### config.mk
export PLATFORM = sky130hd
export DESIGN_NAME = fetch_unit
export DESIGN_NICKNAME = d
export VERILOG_FILES = /design/src/rtl/fetch_pkg.sv /design/src/rtl/fetch_queue.sv /design/src/rtl/fetch_unit.sv
export SDC_FILE = /design/constraint.sdc
export NUM_CORES = 1
export LEC_CHECK = 0
export CAP_MARGIN = 20
export CORE_MARGIN = 2
export CORE_UTILIZATION = 50
export DETAILED_ROUTE_END_ITERATION = 8
export PLACE_DENSITY = 0.8
export SETUP_SLACK_MARGIN = 0.5
export SYNTH_ARGS = -nofsm -noshare
export SYNTH_HDL_FRONTEND = slang
export SYNTH_SLANG_ARGS = --single-unit
### constraint.sdc
create_clock -name clk -period 6.5 [get_ports clk]
set_input_delay 1.95 -clock clk [delete_from_list [all_inputs] [get_ports clk]]
set_output_delay 1.95 -clock clk [all_outputs]
set_load 0.05 [all_outputs]
### src/rtl/fetch_pkg.sv
// Shared definitions for the fetch stage: FSM states, queue entry layout and
// the HALT opcode test.
package fetch_pkg;

   typedef enum logic [1:0] {
      ST_IDLE   = 2'd0,
      ST_WAIT   = 2'd1,
      ST_DROP   = 2'd2,
      ST_HALTED = 2'd3
   } fetchState_e;

   localparam logic [4:0]  HALT_OPC    = 5'b00000;
   localparam logic [15:0] DEFAULT_NOP = 16'h0800;

   typedef struct packed {
      logic [15:0] instr;
      logic [15:0] pcPlus2;
      logic        alignErr;
   } fetchEntry_t;

   localparam int ENTRY_W = $bits(fetchEntry_t);

   function automatic logic isHalt(input logic [15:0] word);
      return word[15:11] == HALT_OPC;
   endfunction

endpackage

### src/rtl/fetch_queue.sv
// Small circular FIFO holding fetched entries until decode takes them.
// Clear wins over push/pop; a push into a full queue is accepted only with a pop.
module fetch_queue
   import fetch_pkg::*;
#(
   parameter int DEPTH = 2,
   parameter int WIDTH = ENTRY_W
) (
   input  logic                         i_clk,
   input  logic                         i_rst_n,
   input  logic                         i_clear,
   input  logic                         i_push,
   input  logic [WIDTH-1:0]             i_pushData,
   input  logic                         i_pop,
   output logic [$clog2(DEPTH+1)-1:0]   o_count,
   output logic [WIDTH-1:0]             o_head
);

   localparam int CW = $clog2(DEPTH + 1);
   localparam int PW = (DEPTH > 1) ? $clog2(DEPTH) : 1;
   localparam logic [PW-1:0] LAST_PTR = PW'(DEPTH - 1);

   logic [WIDTH-1:0] r_mem [DEPTH];
   logic [PW-1:0]    r_rdPtr;
   logic [PW-1:0]    r_wrPtr;
   logic [CW-1:0]    r_count;
   logic             w_full;
   logic             w_doPush;
   logic             w_doPop;

   function automatic logic [PW-1:0] nextPtr(input logic [PW-1:0] ptr);
      return (ptr == LAST_PTR) ? '0 : ptr + PW'(1);
   endfunction

   assign w_full   = (r_count == CW'(DEPTH));
   assign w_doPop  = i_pop & (r_count != '0);
   assign w_doPush = i_push & (~w_full | w_doPop);

   always_ff @(posedge i_clk or negedge i_rst_n) begin
      if (!i_rst_n) begin
         r_rdPtr <= '0;
         r_wrPtr <= '0;
         r_count <= '0;
      end else if (i_clear) begin
         r_rdPtr <= '0;
         r_wrPtr <= '0;
         r_count <= '0;
      end else begin
         if (w_doPush) r_wrPtr <= nextPtr(r_wrPtr);
         if (w_doPop)  r_rdPtr <= nextPtr(r_rdPtr);
         case ({w_doPush, w_doPop})
            2'b10:   r_count <= r_count + CW'(1);
            2'b01:   r_count <= r_count - CW'(1);
            default: r_count <= r_count;
         endcase
      end
   end

   // Storage needs no reset: the count decides what is visible.
   always_ff @(posedge i_clk) begin
      if (w_doPush && !i_clear) r_mem[r_wrPtr] <= i_pushData;
   end

   assign o_count = r_count;
   assign o_head  = r_mem[r_rdPtr];

endmodule

### src/rtl/fetch_unit.sv
// Fetch stage: PC, single-outstanding instruction memory reads, entry queue to decode.
// Optional FETCH_ALIGN_CHK_EN turns odd PCs into queued alignment faults instead of masking bit 0.
module fetch_unit
   import fetch_pkg::*;
#(
   parameter logic [15:0] RESET_PC  = 16'h0000,
   parameter int          QDEPTH    = 2,
   parameter logic [15:0] NOP_INSTR = DEFAULT_NOP
) (
   input  logic        clk,
   input  logic        rst,
   input  logic        redirect,
   input  logic [15:0] redirect_pc,
   input  logic        dec_ready,
   output logic        valid,
   output logic [15:0] instr,
   output logic [15:0] pc_plus2,
   output logic        align_err,
   output logic        halted,
   output logic        imem_rd,
   output logic [15:0] imem_addr,
   input  logic [15:0] imem_data,
   input  logic        imem_done,
   input  logic        imem_stall
);

   localparam int CW = $clog2(QDEPTH + 1);

`ifdef FETCH_ALIGN_CHK_EN
   localparam logic [15:0] PC_MASK = 16'hFFFF;
`else
   localparam logic [15:0] PC_MASK = 16'hFFFE;
`endif

   fetchState_e        r_state;
   fetchState_e        w_nextState;
   logic [15:0]        r_pc;
   logic [15:0]        r_pcReq;
   logic [CW-1:0]      w_count;
   logic [ENTRY_W-1:0] w_headBits;
   fetchEntry_t        w_head;
   fetchEntry_t        w_pushEntry;
   logic               w_push;
   logic               w_pop;
   logic               w_room;
   logic               w_alignFault;
   logic               w_issue;

`ifdef FETCH_ALIGN_CHK_EN
   assign w_alignFault = r_pc[0];
`else
   assign w_alignFault = 1'b0;
`endif

   assign w_room  = (w_count < CW'(QDEPTH));
   assign w_issue = (r_state == ST_IDLE) & ~redirect & ~imem_stall & w_room & ~w_alignFault;

   always_ff @(posedge clk or negedge rst) begin
      if (!rst) begin
         r_pc    <= RESET_PC & PC_MASK;
         r_pcReq <= '0;
      end else if (redirect) begin
         r_pc    <= redirect_pc & PC_MASK;
      end else if (w_issue) begin
         r_pcReq <= r_pc;
         r_pc    <= r_pc + 16'd2;
      end
   end

   always_ff @(posedge clk or negedge rst) begin
      if (!rst) r_state <= ST_IDLE;
      else      r_state <= w_nextState;
   end

   // A redirect overrides everything; a response already in flight must be
   // swallowed in DROP unless it lands in the same cycle as the redirect.
   always_comb begin
      w_nextState = r_state;
      w_push      = 1'b0;
      w_pushEntry = '{instr: imem_data, pcPlus2: r_pcReq + 16'd2, alignErr: 1'b0};
      if (redirect) begin
         case (r_state)
            ST_WAIT: w_nextState = imem_done ? ST_IDLE : ST_DROP;
            ST_DROP: w_nextState = ST_DROP;
            default: w_nextState = ST_IDLE;
         endcase
      end else begin
         case (r_state)
            ST_IDLE: begin
               if (w_alignFault && w_room) begin
                  w_push      = 1'b1;
                  w_pushEntry = '{instr: 16'h0000, pcPlus2: r_pc + 16'd2, alignErr: 1'b1};
                  w_nextState = ST_HALTED;
               end else if (w_issue) begin
                  w_nextState = ST_WAIT;
               end
            end
            ST_WAIT: begin
               if (imem_done) begin
                  w_push      = 1'b1;
                  w_nextState = isHalt(imem_data) ? ST_HALTED : ST_IDLE;
               end
            end
            ST_DROP: begin
               if (imem_done) w_nextState = ST_IDLE;
            end
            ST_HALTED: w_nextState = ST_HALTED;
         endcase
      end
   end

   assign w_pop = valid & dec_ready;

   fetch_queue #(
      .DEPTH (QDEPTH),
      .WIDTH (ENTRY_W)
   ) u_queue (
      .i_clk      (clk),
      .i_rst_n    (rst),
      .i_clear    (redirect),
      .i_push     (w_push),
      .i_pushData (w_pushEntry),
      .i_pop      (w_pop),
      .o_count    (w_count),
      .o_head     (w_headBits)
   );

   assign w_head    = fetchEntry_t'(w_headBits);
   assign valid     = (w_count != '0);
   assign instr     = valid ? w_head.instr   : NOP_INSTR;
   assign pc_plus2  = valid ? w_head.pcPlus2 : 16'h0000;
   assign align_err = valid & w_head.alignErr;
   assign halted    = (r_state == ST_HALTED);
   assign imem_rd   = w_issue;
   assign imem_addr = r_pc;

endmodule
=== After elaboration in Yosys (flattened, before gate mapping) ===
Memories as Yosys holds them, arrays and structs flattened.
Cells that the tools add are included.

* Register bits: 38
* Memory bits (writable): 64
* Bits of input ports: 38
* Output and inout bits: 52
* Logic and storage cells: 70
* Memories kept: 1

* $add $sub $neg: 6
* $lt $le $gt $ge: 1
* Equal/unequal tests: 9
* Mux-type cells: 25
* Bitwise logic cells: 11
* Reduce and logical (&&, ||, !) cells: 11

{| class="wikitable"
|+ Memories
! memory !! depth !! width !! read ports !! clocked after Yosys merged registers in !! wr ports !! RTL line !! source
|-
| u_queue.r_mem || 2 || 32 || 1 || 0 || 1 || fetch_queue.sv:23 || <nowiki>logic [WIDTH-1:0] r_mem [DEPTH];</nowiki>
|}

{| class="wikitable"
|+ Operators with widths
! kind !! count
|-
| $mux 16 || 4
|-
| $add 16x2->16 const B || 2
|-
| $mux 2 || 7
|-
| $mux 1 || 11
|-
| $ne 3x3->1 const B || 3
|-
| $eq 2x2->1 const B || 4
|-
| $pmux 2 s2 || 2
|-
| $pmux 2 s4 || 1
|-
| $reduce_bool 2->1 || 4
|-
| $and 1x1->1 || 6
|-
| $logic_not 5->1 || 1
|-
| $eq 2x1->1 const B || 2
|-
| $not 1->1 || 3
|-
| $reduce_and 3->1 || 1
|-
| $reduce_bool 3->1 || 1
|-
| $add 1x1->1 const B || 2
|-
| $add 2x1->2 const B || 1
|-
| $logic_not 2->1 || 1
|-
| $lt 2x2->1 const B || 1
|-
| $reduce_and 2->1 || 1
|-
| $sub 2x1->2 const B || 1
|-
| $and 1x1->1 const B || 1
|-
| $logic_and 1x1->1 || 1
|-
| $logic_not 1->1 || 1
|-
| $or 1x1->1 || 1
|}

=== Depth between registers and ports, before layout ===
* Depth in word-level cells: 8
* Gate-level depth with buffers: 6
* Gate-level depth less buffers: 6

=== Cells and area by module ===
Synthesis repeated with hierarchy kept, for this count alone.

* Cell total of the unflattened synthesis: 354
* Area, all modules: 4,709.5 um^2

{| class="wikitable"
|+ By module, submodules not included
! module !! instances !! cells an instance !! area each (um^2)
|-
| fetch_queue || 1 || 128 || 2,635.0
|-
| fetch_unit || 1 || 226 || 2,074.5
|}

=== Least setup slack after synthesis ===
OpenSTA, ideal clock, no wires.

* Path type: input to register
* From: in redirect
* To: mem u_queue.r_mem[1][10] (netlist name) (enable)
* Library setup time: 508 ps
* Arrival time: 5,477 ps
* Slack: 515 ps
* Stages: 2
* Path buffers: 1
* Cell sequence: clkbuf_1 nor4b_1

* Word-level cells in the longest chain between the ends: 5

{| class="wikitable"
|+ RTL lines
! what !! RTL line !! source
|-
| start, declared || fetch_unit.sv:12 || <nowiki>input logic redirect,</nowiki>
|-
| $mux 1 || fetch_unit.sv:81 || <nowiki>if (redirect) begin</nowiki>
|-
| $and 1x1->1 || fetch_queue.sv:37 || <nowiki>assign w_doPush = i_push & (~w_full | w_doPop);</nowiki>
|-
| $logic_and 1x1->1 (*) || fetch_queue.sv:61 || <nowiki>if (w_doPush && !i_clear) r_mem[r_wrPtr] <= i_pushData;</nowiki>
|-
| $mux 1 (*) || fetch_queue.sv:61 ||
|-
| $mux 1 (not written as such) (*) || fetch_queue.sv:61 ||
|-
| end, declared || fetch_queue.sv:23 ||
|}

Mark *: on every way between the ends. The rest lies on a longest branch, timed or not.

=== Worst setup path in the final report ===
* From: in imem_stall
* To: out imem_rd

* Word-level cells in the longest chain between the ends: 3

{| class="wikitable"
|+ RTL lines
! what !! RTL line !! source
|-
| start, declared || fetch_unit.sv:24 || <nowiki>input logic imem_stall</nowiki>
|-
| $not 1->1 || fetch_unit.sv:56 || <nowiki>assign w_issue = (r_state == ST_IDLE) & ~redirect & ~imem_stall & w_room & ~w_alignFault;</nowiki>
|-
| $and 1x1->1 (2 in a row) || fetch_unit.sv:56 ||
|-
| end, declared || fetch_unit.sv:20 || <nowiki>output logic imem_rd,</nowiki>
|}

Every way passes these cells.

==> impl_metrics.ini <==
[placement]
place_hpwl_um = 5912
dp.cells = 532
gp_congestion = 0.8433
port_buffers = 85
placed_cell_area_um2 = 5440

[yosys]
synth_seq_cells = 98
synth_ff_type = edfxtp_1
syn-instance-count = 347
synth_top_area_frac = 0.4175
netlist_area_um2 = 4459
postSynthAreaPerCell_um2 = 12.85
yosys_warnings = 0
netlist.top_cell.by_area = edfxtp_1
ys_seq_area_frac = 0.6195
ys_top_cells_by_count = 62 x edfxtp_1, 44 x nor2_1, 36 x dfrtp_1
synth_area_leaders = edfxtp_1 42%, dfrtp_1 20%, mux2i_1 7.2%
synth_edf_count = 62
synth_most_common_cell = edfxtp_1
async_flop_share = 0.3673
ys_types = 39

[global_route]
grt_use_met1 = 0.2536
grt_pass1_vias = 2956
grt_max_degree = 42
track_usage = 0.1812
overflow = 0
use_met3 = 0.03972
antenna_found_initial = 0
top_usage_layer = met2
grt_pass1_wl_um = 14030
met2_usage = 0.2904

[worst_setup_path]
cp.required_ns = 4.55
r2r_end = u_queue.r_mem[1][1]$_DFFE_PP_
start_kind = primary input
critPathKind = in -> out
worst_r2r_path_depth = 5
reg2reg_from = r_state[1]$_DFFE_PN0P_
r2r_setup_slack_ns = 3.97
crit_path_end_kind = primary output
arrival_ns = 3.21
cp_max_fo = 16

[floorplanning]
die_w_um = 98.44
die_area_um2 = 9690
num_rows = 34
io_pins = 90
core_area_um2 = 8678
start_util = 0.5138
dieHeight_um = 98.44

[timing]
timing.hold.ws_ns = 0.5443
clock_skew_ns = 0.01015
fmax_mhz = 193.6
worst_pin_slew_ns = 0.9296
final-hold-violation-count = 0
fin_tns_setup_ns = 0
maxSlewViolCount = 0
finalSetupViolCount = 0
max_slew_margin = 0.3751
rsz0062_at_grt = no
min_period_over_period = 0.7946
min_period_ns = 5.165

[route]
wl_per_cell_um = 15.37
ant_nets = 0
routed_via_density = 5.428
num_vias = 2969
drt_iter0_drc = 91
drt-total-wl_um = 8409
detail_route.first_pass.iterations = 4
drcViolationCount = 0

[power_and_ir_drop]
ir_worst_vdd_v = 0.0001817
leakage_nw = 2.013
power_density_nw_per_um2 = 336.1

[clocking]
cts_buffers = 9
cts_tree = built
postCtsHoldBufs = 0
post_cts_buffers = 0
worst_skew_pair.late_latency_ns = 0.35
cts.path.max_buffers = 2
clk_pin_slew_ns = 0.09
clkSinkCount = 98
clockRootBuffer = clkbuf_8
cts_resized = 0
h-tree-depth = 3

[finish]
areaGrowthSynthToFinish_pct = 26.63
finalInstanceArea_um2 = 5647
drive_above_1_share = 0.1048
fin_cells = 547
antenna_cells = 0
layout.nets = 480

[min_path]
holdCritStartpoint = r_pcReq[12]$_DFFE_PN0P_
worstHoldEndpoint = r_pcReq[12]$_DFFE_PN0P_
holdPathStages = 1
hold_class = reg -> reg

[run_status]
outcome = completed

[flow_run]
drv_cap = 0
==> state kept, by name, indices dropped and copies added, names as in the netlist <==
register and cells:
u_queue.r_mem 62, u_queue.o_count 2, imem_addr 15, r_state 2
r_pcReq 15, u_queue.r_wrPtr 1, u_queue.r_rdPtr 1
==> stage by stage <==
stage | total power, mW | setup WS, ns | util
finish | 1.898 | 1.335 | 0.6507
floorplan | 1.309 | 0.5146 | -
global placement | 1.477 | 1.359 | 0.6269
detailed placement | 1.504 | 1.323 | 0.6269
global route | 2.001 | 1.247 | 0.6507
CTS | 1.910 | 1.321 | 0.6507
==> critical path, stage by stage <==
cell,delay [ns]
clkdlybuf4s50_1,0.45
nor2_1,0.14
nand2_1,0.14
nor2_2,0.10
buf_4,0.25
buf_12,0.17
==> where the power goes <==
part	switching (mW)	internal [mW]	total, mW
sequential	0.108	0.788	0.896
combinational	0.346	0.247	0.592
clock	0.197	0.213	0.410
==> worst max path at each step <==
stage                     startpoint                              to  slack, ns  depth (start not counted)
after global placement    imem_stall                         imem_rd       1.36                          6
after CTS                 imem_stall                         imem_rd       1.32                          6
after floorplan             redirect  u_queue.r_mem[1][10]$_DFFE_PP_       0.51                          2
after detailed placement  imem_stall                         imem_rd       1.32                          6
after global routing      imem_stall                         imem_rd       1.25                          6
final                     imem_stall                         imem_rd       1.34                          6
==> kinds of logic after synthesis <==
family | Yosys count | share of synthesized area
and+or+nand+nor | 118 | 0.1366
DFF | 98 | 0.6195
muxes | 48 | 0.1122
AOI/OAI and AO/OA | 26 | 0.03760
buffers and inverters | 25 | 0.02637
xor gates and xnor gates | 24 | 0.04714
adders and majority gates | 7 | 0.01964
other | 1 | 0.0008409
==> placed cells by master, fill, tap and decap left out, types with 2 or more instances in the layout <==
cell type / n
clkdlybuf4s50_1: 84
edfxtp_1: 62
nor2_1: 43
dfrtp_1: 35
mux2i_1: 32
nand2_1: 25
mux2_2: 16
xnor2_1: 12
xor2_1: 12
nand4_1: 10
o21ai_0: 10
inv_1: 9
clkbuf_8: 9
ha_1: 7
nand3_1: 6
nor4_1: 6
buf_4: 6
and3_1: 5
nor3_1: 4
nor3b_1: 4
a221o_1: 4
a21oi_1: 4
a31oi_1: 3
conb_1: 3
and4_1: 2
nor2_2: 2
o211ai_1: 2
or3_1: 2
nand2b_1: 2
clkinv_2: 2
bufinv_16: 2
==> metal layers <==
metal,vias up,routed length [µm]
met5,-,0
met4,0,92
met3,8,465
met2,98,4012
met1,1433,3838
li1,1430,-
==> layout make-up <==
class	instances	area, µm²
Fill cell	663	3032
Multi-Input combinational cell	226	1602
Clock inverter	6	82.58
Timing Repair Buffer	91	905.9
Tap cell	108	135.1
Sequential cell	98	2764
Inverter	9	33.78
Clock buffer	9	123.9
Power figures use the tool's default switching activity.
